==> src/rtl/input_debounce.sv <==
// input_debounce: multi-channel input conditioner for bouncing pad inputs.
// Each channel samples its raw input and counts consecutive samples that
// disagree with the current clean level. It accepts a new level only after
// STABLE such samples in a row. Any agreeing sample discards a partial count.
// Optional feature: define INPUT_DEBOUNCE_SYNC_EN to place a two-flop
// synchroniser in front of the counters, for asynchronous pad inputs.
// Without the macro, a single sample register is used instead, and every
// latency is one cycle shorter.
module input_debounce #(
  parameter int WIDTH  = 6,
  parameter int STABLE = 8
) (
  input  logic             clk,
  input  logic             rst,
  input  logic [WIDTH-1:0] raw_i,
  output logic [WIDTH-1:0] clean_o,
  output logic [WIDTH-1:0] changed_o
);

  localparam int            CW       = $clog2(STABLE + 1);
  localparam logic [CW-1:0] CNT_LAST = CW'(STABLE - 1);
  localparam logic [CW-1:0] CNT_ONE  = CW'(1);

  // Output of the final sample stage, as seen by the counters.
  logic [WIDTH-1:0] sample;

`ifdef INPUT_DEBOUNCE_SYNC_EN
  logic [WIDTH-1:0] sync_meta;
  logic [WIDTH-1:0] sync_stable;

  // Two-flop synchroniser that resolves metastability on the async pad inputs.
  always_ff @(posedge clk) begin
    if (rst) begin
      sync_meta   <= '0;
      sync_stable <= '0;
    end else begin
      sync_meta   <= raw_i;
      sync_stable <= sync_meta;
    end
  end

  assign sample = sync_stable;
`else
  logic [WIDTH-1:0] sample_q;

  // Single sample register for inputs that are already synchronous to clk.
  always_ff @(posedge clk) begin
    if (rst) begin
      sample_q <= '0;
    end else begin
      sample_q <= raw_i;
    end
  end

  assign sample = sample_q;
`endif

  // Per-channel stability counter. It only counts while the sample disagrees
  // with the clean level, so it stays at zero in IDLE.
  logic [CW-1:0] cnt [WIDTH];

  // Per-channel debounce: count disagreeing samples, flip on the STABLE-th one.
  always_ff @(posedge clk) begin
    if (rst) begin
      for (int i = 0; i < WIDTH; i++) begin
        cnt[i] <= '0;
      end
      clean_o   <= '0;
      changed_o <= '0;
    end else begin
      for (int i = 0; i < WIDTH; i++) begin
        if (sample[i] == clean_o[i]) begin
          cnt[i]       <= '0;
          changed_o[i] <= 1'b0;
        end else if (cnt[i] == CNT_LAST) begin
          clean_o[i]   <= sample[i];
          cnt[i]       <= '0;
          changed_o[i] <= 1'b1;
        end else begin
          cnt[i]       <= cnt[i] + CNT_ONE;
          changed_o[i] <= 1'b0;
        end
      end
    end
  end

endmodule

==> config.mk <==
export PLATFORM = sky130hd
export DESIGN_NAME = input_debounce
export DESIGN_NICKNAME = d
export VERILOG_FILES = /design/src/rtl/input_debounce.sv
export SDC_FILE = /design/constraint.sdc
export NUM_CORES = 1
export LEC_CHECK = 0
export BUFFER_PORTS_ARGS = -buffer_cell sky130_fd_sc_hd__buf_2
export CAP_MARGIN = 20
export CORE_UTILIZATION = 45
export DETAILED_ROUTE_END_ITERATION = 8
export HOLD_SLACK_MARGIN = 0.08
export PLACE_DENSITY = 0.68
export SLEW_MARGIN = 30
export SYNTH_ARGS = -nofsm -noshare
export SYNTH_HDL_FRONTEND = slang
export SYNTH_SLANG_ARGS = --single-unit
==> constraint.sdc <==
create_clock -name clk -period 1.6 [get_ports clk]
set_input_delay 0.32 -clock clk [delete_from_list [all_inputs] [get_ports clk]]
set_output_delay 0.32 -clock clk [all_outputs]
set_load 0.005 [all_outputs]
Word-level counts from Yosys, hierarchy flattened
Memory sizes are Yosys's and may differ from the RTL's.
Index checks and enable logic that the tools add are counted.

cells by class
  add/subtract/negate cells = 6
  equality and inequality tests = 12
  mux-type cells = 86
  bitwise gates (word level) = 24
  reductions and logical operators = 6

operator list
  operator                                       count
  two-way mux 4 bit                              18
  two-way mux 1 bit                              68
  adder 4 x 1 -> 4 bit, second input constant    6
  == test 4 x 3 -> 1 bit, second input constant  6
  bitwise OR 1 bit                               18
  AND reduction 2 bit                            6
  == test 1 bit                                  6
  NOT 1 bit                                      6

storage, ports and cells
  flip-flop bits (word level) = 18
  bits in writable memories = 24
  input bits = 8
  output and inout port bits = 12
  word-level logic and storage cells = 143
  memories kept = 1

memories
  memory  words  width  read ports  clocked after Yosys merged registers in  write ports  line  source
  cnt     6      4      6           0                                        6            60    logic [CW-1:0] cnt [WIDTH];

Longest topological paths before layout
Gate-level depths: netlist (run 1).

  depth in word-level cells = 7
  gate-level depth with buffers = 4
  depth with buffers taken out = 4

Least setup slack after synthesis (run 1)
No wires, ideal clock.

  path type = reg2reg
  from = memory cnt[5][0] in the netlist's numbering
  to = memory cnt[5][2] in the netlist's numbering (data pin)
  setup time = 0.139 ns
  arrival time = 0.986 ns
  path slack = 0.475 ns
  stages on the path, launching flop included = 5
  path buffers = 0
  path through = edfxtp_1 -> ha_1 -> nand3b_1 -> nand3b_1 -> nor2_1

RTL lines
  item             line
  start, declared  60

==> key figures, run 1 <==
Status
  • Status: finished clean

Hold path
  • Hold wc startpoint: raw_i[2]
  • Worst hold endpoint: sample[2]
  • HP Class: in2reg
  • Hold path cells: 2

Yosys
  • Seq/Total Area, Yosys: 62.25%
  • Most used DFF post-synth: edfxtp_1
  • Most common library cells after synthesis: nor2_1, edfxtp_1, dfxtp_1, nand3b_1, xor2_1
  • FFs w/ async S/R, synth: 0%
  • Area contributors post-synth: edfxtp_1, dfxtp_1, nor2_1, xor2_1, nand3b_1
  • FF+latch count, synth: 42
  • Syn Std Cell Area: 0.001737 mm2
  • Cell with the most instances after synthesis: nor2_1
  • Distinct cells, synth: 17
  • Post-Syn Instances: 145
  • Yosys top cell area share: 41.50%
  • EDFF count, synth: 24
  • Syn. warnings: 0
  • Post-synthesis average cell area: 11.98 um2
  • Synth area leader: edfxtp_1

Worst setup path
  • R2r setup slk: 340 ps
  • CP max stage delay: 420 ps
  • Kind of start point of the critical path: flop
  • Slowest cell on crit path: edfxtp_1
  • CP bufs+invs: 0
  • FF-to-FF End: cnt[0][3]
  • Worst path arrival time: 1410 ps
  • Crit path max-delay family: simple AND/OR/NAND/NOR gates
  • Setup Crit Path Kind: reg2reg
  • Reg2reg start: cnt[0][0]
  • Crit. End Element: flop
  • Worst path cell trace: ha_1, nand3b_1, nand3b_1, nor2_1
  • Crit path required time: 1750 ps
  • R2R depth: 4
  • Critical Path Most Common Cell: nand3b_1
  • CP startpoint: cnt[0][0]
  • Critical path peak fanout: 4

GRT
  • Grt total ovfl: 0
  • Largest net degree at the start of global routing: 25
  • First-pass GRT wire length: 4140 um
  • Initial antenna violation count: 0
  • Vias in the first global route: 1030
  • GR Util All Layers: 13.91%

STA
  • Min Tclk post-route: 1262 ps
  • Achievable frequency: 792.6 MHz
  • Max-slew violation count: 0
  • Final hold violations: 0
  • # setup viols final: 0
  • Clock skew: 3.637 ps
  • TNS Setup: 0 ps
  • RSZ-0062 raised after global routing: no
  • Final period util: 78.86%
  • WHS: 239.7 ps

Final layout
  • Diode count: 0
  • Synth-to-layout area growth: 18.59%
  • Fillcell total: 333
  • NumNets Final: 206
  • Fin area: 0.002059 mm2
  • Fraction of layout cells with a size suffix above 1: 13.47%

Floorplan
  • CORE AREA: 0.003689 mm2
  • Die Y: 64.12 um
  • Chip width: 64.12 um
  • Core Rows: 22
  • # IOs: 20
  • Starting Density: 47.08%
  • Die ar.: 0.004111 mm2

Detailed routing
  • DR iter-0 viols: 47
  • Vias/cell: 4.510
  • Per-cell routed wire length: 10.02 um
  • Drt total wl: 2415 um
  • DRC violations left: 0
  • Final ANT Viol Nets: 0
  • DRT Pass-1 Iters: 4
  • Via Count: 1087

Placed design
  • Post-DP Area: 0.001968 mm2
  • Routability Congestion: 0.7278
  • Port bufs: 19
  • DP Wirelength: 1817 um

Power and ir drop
  • Worst ir drop on vdd: 0.7180 mV
  • Lkg Pwr: 0.9281 nW
  • Power per cell area: 969.3 mW/mm2

Clock network
  • Clock Latency Late Sink: 290 ps
  • Post-CTS Setup Inserts: 0
  • CTS tree: yes
  • Root Buffer: clkbuf_8
  • Clk sinks: 42
  • Post-cts resize count: 0
  • Cts hold-fix bufs: 0
  • CTS clk-pin slew, worst paths: 70 ps
  • TritonCTS buffer count: 5
  • H-tree levels: 2
  • Clock buffer depth: 2

Flow run
  • Max Cap Viol: 0
[metal layers]
metal / GRT usage, % / vias to the layer above / share of wire [%]
li1: - / 554 / -
met1: 13.39 / 509 / 42
met2: 25.27 / 19 / 52
met3: 5.893 / 5 / 4.6
met4: 6.667 / 0 / 2.0
met5: 0 / - / 0
[state kept, by name, summed over array words and instances (netlist names)]
register	flops
cnt	24
changed_o	6
clean_o	6
sample	6
[placed cells by master (no fill, tap or decap), drive strengths merged]
cell,synthesis,routed
inv,6,6
conb,1,24
nor3b,2,2
buf,1,19
xor2,12,12
mux2i,6,6
and2b,1,1
nand3,6,6
nor2b,5,5
xnor2,6,6
dfxtp,18,18
nand3b,12,12
clkinv,0,1
nor2,34,34
ha,6,6
clkbuf,1,7
edfxtp,24,24
nand2b,4,4
[metrics by stage]
stage / cells / worst slack [ps] / util [%] / total power (W)
after global placement: 233 / 365.5 / 53.36 / 0.001338
after detailed placement: 233 / 354.1 / 53.36 / 0.001344
after CTS: 241 / 335.2 / 55.83 / 0.002025
after global routing: 241 / 182.9 / 55.83 / 0.002083
after floorplan: 168 / 475.4 / - / 0.001315
final: 241 / 338.3 / 55.83 / 0.001996
[worst reg2reg max path, stage by stage (launching register included)]
cell      delay (ps)
edfxtp_1         420
ha_1             250
nand3b_1         150
nand3b_1         170
nor2_1           140
[cells by family after synthesis]
logic type    count (synthesis)  synth area share, %
mux                           6                3.458
other cells                   1               0.2159
buf+inv                       8                1.873
flops                        42                62.25
xor+xnor                     18                9.078
simple gates                 64                18.80
fa+ha+maj                     6                4.323
[cell type report]
class	instances	area, um2	area share [%]
inverters	6	22.52	1.094
clock inverters	1	5.005	0.2430
multi-input cells	118	709.4	34.45
flip-flops and latches	42	1081	52.49
clock buffers	7	86.33	4.192
well taps	48	60.06	2.916
repair buffers	19	95.09	4.617
[worst max path at each step]
stage	endpoint	slack, ps	cells past startpoint
after floorplan	cnt[5][2]	480	4
after global placement	cnt[0][3]	370	4
after detailed placement	cnt[0][3]	350	4
after CTS	cnt[0][3]	340	4
after global routing	cnt[0][3]	180	4
final	cnt[0][3]	340	4
[where the power goes]
part | leakage, nW | switching, W | total [W] | internal [W]
combinational | 0.486 | 0.0000576 | 0.000108 | 0.0000503
clock | 0.0482 | 0.000328 | 0.000675 | 0.000348
sequential | 0.394 | 0.0000290 | 0.00121 | 0.00118
total | 0.928 | 0.000414 | 0.00200 | 0.00158
Note: power is estimated with default switching activity, not from simulation.
==> run 2, diff against run 1 <==
==> constraint.sdc (replaced) <==
create_clock -name clk -period 1.2 [get_ports clk]
set_input_delay 0.24 -clock clk [delete_from_list [all_inputs] [get_ports clk]]
set_output_delay 0.24 -clock clk [all_outputs]
set_load 0.005 [all_outputs]
==> key figures, run 2 (synthesized netlist as in run 1, its figures left out) <==
GRT
  • Grt total ovfl: 0 (unchanged)
  • GR Layer Usage met2: 24.87% (was 25.27%)
  • Largest net degree at the start of global routing: 17 (was 25)
  • GR Util met1: 16.44% (was 13.39%)
  • M3 GR Usage: 4.286% (was 5.893%)
  • GR peak layer: met2 (unchanged)
  • Initial antenna violation count: 0 (unchanged)
  • First-pass GRT wire length: 4505 um (was 4140 um)
  • Vias in the first global route: 1129 (was 1030)
  • GR Util All Layers: 14.88% (was 13.91%)

Final layout
  • Fin area: 0.002210 mm2 (was 0.002059 mm2)
  • Most frequent cells in the layout: nor2_1, edfxtp_1, conb_1 (unchanged)
  • Most common cell after layout, fill and taps aside: nor2_1 (unchanged)
  • Max reg flops: 24 (unchanged)
  • Largest reg by FF count: cnt (unchanged)
  • NumNets Final: 222 (was 206)
  • Fraction of layout cells with a size suffix above 1: 24.40% (was 13.47%)
  • Fillcell total: 300 (was 333)
  • Diode count: 0 (unchanged)
  • Synth-to-layout area growth: 27.23% (was 18.59%)

STA
  • Min Tclk post-route: 1200 ps (was 1262 ps)
  • # setup viols final: 0 (unchanged)
  • Final hold violations: 0 (unchanged)
  • TNS Setup: 0 ps (unchanged)
  • RSZ-0062 raised after global routing: yes (was no)
  • Clock skew: 6.320 ps (was 3.637 ps)
  • Final period util: 99.96% (was 78.86%)
  • WHS: 148.1 ps (was 239.7 ps)
  • Post-route setup slack: 0.4434 ps (was 338.3 ps)
  • Max-slew violation count: 0 (unchanged)
  • Achievable frequency: 833.6 MHz (was 792.6 MHz)

Floorplan
  • Die Y: 64.12 um (unchanged)
  • # IOs: 20 (unchanged)
  • Die ar.: 0.004111 mm2 (unchanged)
  • Chip width: 64.12 um (unchanged)
  • Core Rows: 22 (unchanged)
  • Starting Density: 47.08% (unchanged)
  • CORE AREA: 0.003689 mm2 (unchanged)

Power and ir drop
  • Sw Ratio: 22.05% (was 20.75%)
  • Clk pwr share: 32.1% (was 33.8%)
  • Reg power frac: 60.6% (was 60.8%)
  • Lkg Pwr: 0.9971 nW (was 0.9281 nW)
  • Comb pwr share: 7.2% (was 5.4%)
  • Power per cell area: 1207 mW/mm2 (was 969.3 mW/mm2)
  • Worst ir drop on vdd: 0.6685 mV (was 0.7180 mV)
  • Net switching power: 0.0005880 W (was 0.0004143 W)
  • Pint: 0.002079 W (was 0.001582 W)

Hold path
  • HP Class: in2reg (unchanged)

Worst setup path
  • Worst path arrival time: 1240 ps (was 1410 ps)
  • Crit. End Element: flop (unchanged)
  • Crit path required time: 1240 ps (was 1750 ps)
  • Critical path peak fanout: 2 (was 4)
  • Setup Crit Path Kind: reg2reg (unchanged)
  • Kind of start point of the critical path: flop (unchanged)

Placed design
  • DP Wirelength: 1919 um (was 1817 um)
  • Post-DP Area: 0.002006 mm2 (was 0.001968 mm2)
  • DP Worst Slack: -39.15 ps (was 354.1 ps)
  • Routability Congestion: 0.7014 (was 0.7278)
  • Port bufs: 19 (unchanged)

Detailed routing
  • Drt total wl: 2719 um (was 2415 um)
  • DRT Pass-1 Iters: 4 (unchanged)
  • DR iter-0 viols: 21 (was 47)
  • Final ANT Viol Nets: 0 (unchanged)
  • DRC violations left: 0 (unchanged)
  • Per-cell routed wire length: 10.58 um (was 10.02 um)
  • Via Count: 1150 (was 1087)
  • Vias/cell: 4.475 (was 4.510)

Clock network
  • Root Buffer: clkbuf_8 (unchanged)
  • Clock Latency Late Sink: 290 ps (about the same)
  • Clk sinks: 42 (unchanged)
  • Clock buffer depth: 2 (unchanged)
  • H-tree levels: 2 (unchanged)
  • CTS clk-pin slew, worst paths: 80 ps (was 70 ps)
  • TritonCTS buffer count: 5 (unchanged)
  • Cts hold-fix bufs: 0 (unchanged)
  • CTS tree: yes (unchanged)

Flow run
  • Max Cap Viol: 0 (unchanged)

Status
  • Status: finished clean (unchanged)
[run 2: cell types whose count changed in the layout (fill, tap and decap cells not counted)]
cell | before | now
buf_4 | 0 | 16
clkinv_1 | 0 | 1
ha_1 | 6 | 0
ha_2 | 0 | 6
nand3_2 | 0 | 2
xnor2_2 | 0 | 2
nand3_1 | 6 | 4
clkbuf_8 | 6 | 5
xnor2_1 | 6 | 4
[run 2: worst paths after layout]
check                           startpoint    endpoint  slack (ps)  depth (start not counted)
worst min register to register   sample[2]  clean_o[2]         520                          2
worst min-delay path              raw_i[2]   sample[2]         150                          2
worst max register to register   cnt[0][0]   cnt[0][3]         0.4                          5
worst max-delay path             cnt[0][0]   cnt[0][3]         0.4                          5
[run 2: through the flow]
| stage | instances | utilization [%] | total power [W] |
|---|---|---|---|
| 6_report | 257 | 59.90 | 0.002667 |
| 2_1_floorplan | 168 | - | 0.001754 |
| 3_3_place_gp | 238 | 54.38 | 0.001795 |
| 3_5_place_dp | 238 | 54.38 | 0.001807 |
| 4_1_cts | 252 | 58.21 | 0.002673 |
| 5_1_grt | 257 | 59.90 | 0.002795 |
[run 2: layout make-up]
| cell class | instances | area, um2 | area share, % |
|---|---|---|---|
| clock buffer | 6 | 72.57 | 3.284 |
| clock inverter | 2 | 8.758 | 0.3964 |
| inverter | 6 | 22.52 | 1.019 |
| multi-input combinational | 118 | 749.5 | 33.92 |
| sequential | 42 | 1081 | 48.92 |
| tap | 48 | 60.06 | 2.718 |
| timing repair buffer | 35 | 215.2 | 9.740 |
[run 2: power groups by stage]
stage          combinational [W]  sequential, W  clock, W
3_5_place_dp            0.000159        0.00165         0
2_1_floorplan           0.000115        0.00164         0
5_1_grt                 0.000220        0.00162  0.000952
6_report                0.000192        0.00162  0.000857
4_1_cts                 0.000176        0.00161  0.000882
3_3_place_gp            0.000152        0.00164         0
[run 2: critical path: stages, from the launching register on]
cell and delay [ps]:
edfxtp_1 400, buf_4 150, buf_4 120, nand3_1 80, xor2_1 140, nor2_1 50
[run 2: what timing repair did]
| action | in CTS | in global routing |
|---|---|---|
| endpoints found under the setup margin | 21 | 25 |
| gates resized for setup | 5 | 5 |
| buffers inserted | 6 | 6 |
| pin swaps | 9 | 27 |
| hold endpoints to repair | 0 | 0 |
[run 2: metal layers]
| metal | part of all wire, % | vias to the layer above | routed length [um] |
|---|---|---|---|
| met5 | 0 | - | 0 |
| met4 | 3.3 | 0 | 90 |
| met3 | 3.6 | 10 | 98 |
| met2 | 49 | 22 | 1324 |
| met1 | 44 | 532 | 1206 |
| li1 | - | 586 | - |
==> run 3, diff against run 2 <==
--- a/config.mk
+++ b/config.mk
@@ -7,10 +7,10 @@
 export LEC_CHECK = 0
 export BUFFER_PORTS_ARGS = -buffer_cell sky130_fd_sc_hd__buf_2
 export CAP_MARGIN = 20
-export CORE_UTILIZATION = 45
+export CORE_UTILIZATION = 56
 export DETAILED_ROUTE_END_ITERATION = 8
 export HOLD_SLACK_MARGIN = 0.08
-export PLACE_DENSITY = 0.68
+export PLACE_DENSITY = 0.81
 export SLEW_MARGIN = 30
 export SYNTH_ARGS = -nofsm -noshare
 export SYNTH_HDL_FRONTEND = slang
==> key figures, run 3 (synthesized netlist as in run 1, its figures left out) <==
GRT
  • GR Util All Layers: 17.81% (was 14.88%)
  • GR peak layer: met2 (unchanged)
  • Grt total ovfl: 0 (unchanged)
  • Vias in the first global route: 1056 (was 1129)
  • GR Layer Usage met2: 30.40% (was 24.87%)
  • First-pass GRT wire length: 4312 um (was 4505 um)
  • Largest net degree at the start of global routing: 23 (was 17)
  • M3 GR Usage: 6.250% (was 4.286%)
  • Initial antenna violation count: 0 (unchanged)
  • GR Util met1: 20.60% (was 16.44%)

Power and ir drop
  • Total power: 0.002435 W (was 0.002667 W)
  • Worst ir drop on vdd: 0.8851 mV (was 0.6685 mV)
  • Lkg Pwr: 0.9819 nW (was 0.9971 nW)
  • Power per cell area: 1135 mW/mm2 (was 1207 mW/mm2)

Clock network
  • H-tree levels: 2 (unchanged)
  • CTS tree: yes (unchanged)
  • TritonCTS buffer count: 5 (unchanged)
  • Clk sinks: 42 (unchanged)
  • Clock Latency Late Sink: 350 ps (was 290 ps)
  • CTS clk-pin slew, worst paths: 110 ps (was 80 ps)
  • Root Buffer: clkbuf_4 (was clkbuf_8)
  • Cts hold-fix bufs: 0 (unchanged)
  • Clock buffer depth: 2 (unchanged)

Final layout
  • Largest reg by FF count: cnt (unchanged)
  • Synth-to-layout area growth: 23.49% (was 27.23%)
  • Diode count: 0 (unchanged)
  • Layout Utilization: 75.18% (was 59.90%)
  • Non-filler cells in the finished layout: 239 (was 257)
  • NumNets Final: 222 (unchanged)
  • Most common cell after layout, fill and taps aside: nor2_1 (unchanged)
  • Most frequent cells in the layout: nor2_1, edfxtp_1, conb_1 (unchanged)
  • Fraction of layout cells with a size suffix above 1: 24.04% (was 24.40%)
  • Max reg flops: 24 (unchanged)

Worst setup path
  • Crit. End Element: flop (unchanged)
  • Worst path arrival time: 1480 ps (was 1240 ps)
  • Critical path peak fanout: 2 (unchanged)
  • Crit path required time: 1440 ps (was 1240 ps)
  • Kind of start point of the critical path: flop (unchanged)
  • Setup Crit Path Kind: reg2reg (unchanged)
  • Worst path cell trace: ha_2, nand3b_1, buf_4, mux2i_1, nor2_1 (was buf_4, buf_4, nand3_1, xor2_1, nor2_1)
  • CP bufs+invs: 1 (was 2)
  • CP max stage delay: 440 ps (was 400 ps)
  • Slowest cell on crit path: edfxtp_1 (unchanged)
  • Crit path max-delay family: flip-flops (unchanged)

Detailed routing
  • Final ANT Viol Nets: 0 (unchanged)
  • Vias/cell: 4.774 (was 4.475)
  • Per-cell routed wire length: 11.65 um (was 10.58 um)
  • DRT Pass-1 Iters: 6 (was 4)
  • Drt total wl: 2785 um (was 2719 um)
  • Via Count: 1141 (was 1150)
  • DR iter-0 viols: 44 (was 21)
  • DRC violations left: 1 (was 0)

Status
  • Status: finished, violations left (was finished clean)
  • Violated checks: DRC, setup timing

STA
  • Final hold violations: 0 (unchanged)
  • RSZ-0062 raised after global routing: yes (unchanged)
  • Clock skew: 12.41 ps (was 6.320 ps)
  • Max-slew violation count: 0 (unchanged)
  • Post-route setup slack: -42.57 ps (was 0.4434 ps)
  • Min Tclk post-route: 1243 ps (was 1200 ps)
  • Achievable frequency: 804.8 MHz (was 833.6 MHz)
  • # setup viols final: 6 (was 0)
  • Final period util: 103.5% (was 99.96%)

Floorplan
  • Chip width: 57.69 um (was 64.12 um)
  • Die Y: 57.69 um (was 64.12 um)
  • Starting Density: 60.88% (was 47.08%)
  • Core Rows: 19 (was 22)
  • CORE AREA: 0.002853 mm2 (was 0.003689 mm2)
  • Die ar.: 0.003328 mm2 (was 0.004111 mm2)
  • # IOs: 20 (unchanged)

Placed design
  • Routability Congestion: 0.7004 (was 0.7014)
  • DP Worst Slack: -39.44 ps (was -39.15 ps)
  • DP Wirelength: 1867 um (was 1919 um)
  • Inst Count DP: 220 (was 238)
  • Port bufs: 19 (unchanged)

Flow run
  • Max Cap Viol: 0 (unchanged)

Hold path
  • HP Class: in2reg (unchanged)
## run 3: final cells by class
cell class,instances,area [um2]
clock buffer,5,37.54
clock inverter,2,10.01
fill,209,708.2
inverter,6,22.52
multi-input combinational,118,739.5
sequential,42,1081
tap,31,38.79
timing repair buffer,35,215.2
## run 3: what timing repair did
action / CTS / global route
setup endpoints to repair: 18 / 25
pin swaps: 11 / 18
resized for setup: 4 / 4
setup buffers: 7 / 5
## run 3: final timing paths
path | cells after the start | endpoint | start | slack, ps
min reg2reg | 2 | clean_o[4] | sample[4] | 530
max | 5 | clean_o[0] | cnt[0][0] | -40
max reg2reg | 5 | clean_o[0] | cnt[0][0] | -40
min | 2 | sample[1] | raw_i[1] | 90
## run 3: power by group
group | internal (W) | switching (W)
registers | 0.00158 | 0.0000402
logic | 0.0000950 | 0.0000903
clock network | 0.000211 | 0.000421
total | 0.00188 | 0.000551
## run 3: per-layer routing
layer  wire length (um)  up-vias
met5                  0        -
met2               1381       23
met3                123        6
li1                   -      588
met4                 40        0
met1               1240      524
## run 3: metrics by stage
stage / instance area [um2] / hold WS [ps] / TNS, ps
after global routing: 2145 / 83.63 / -1454
after CTS: 2087 / 83.02 / -34.20
after detailed placement: 1977 / 457.8 / -208.0
final: 2145 / 93.17 / -127.2
after floorplan: 1823 / 365.2 / 0
after global placement: 1977 / 447.9 / 0
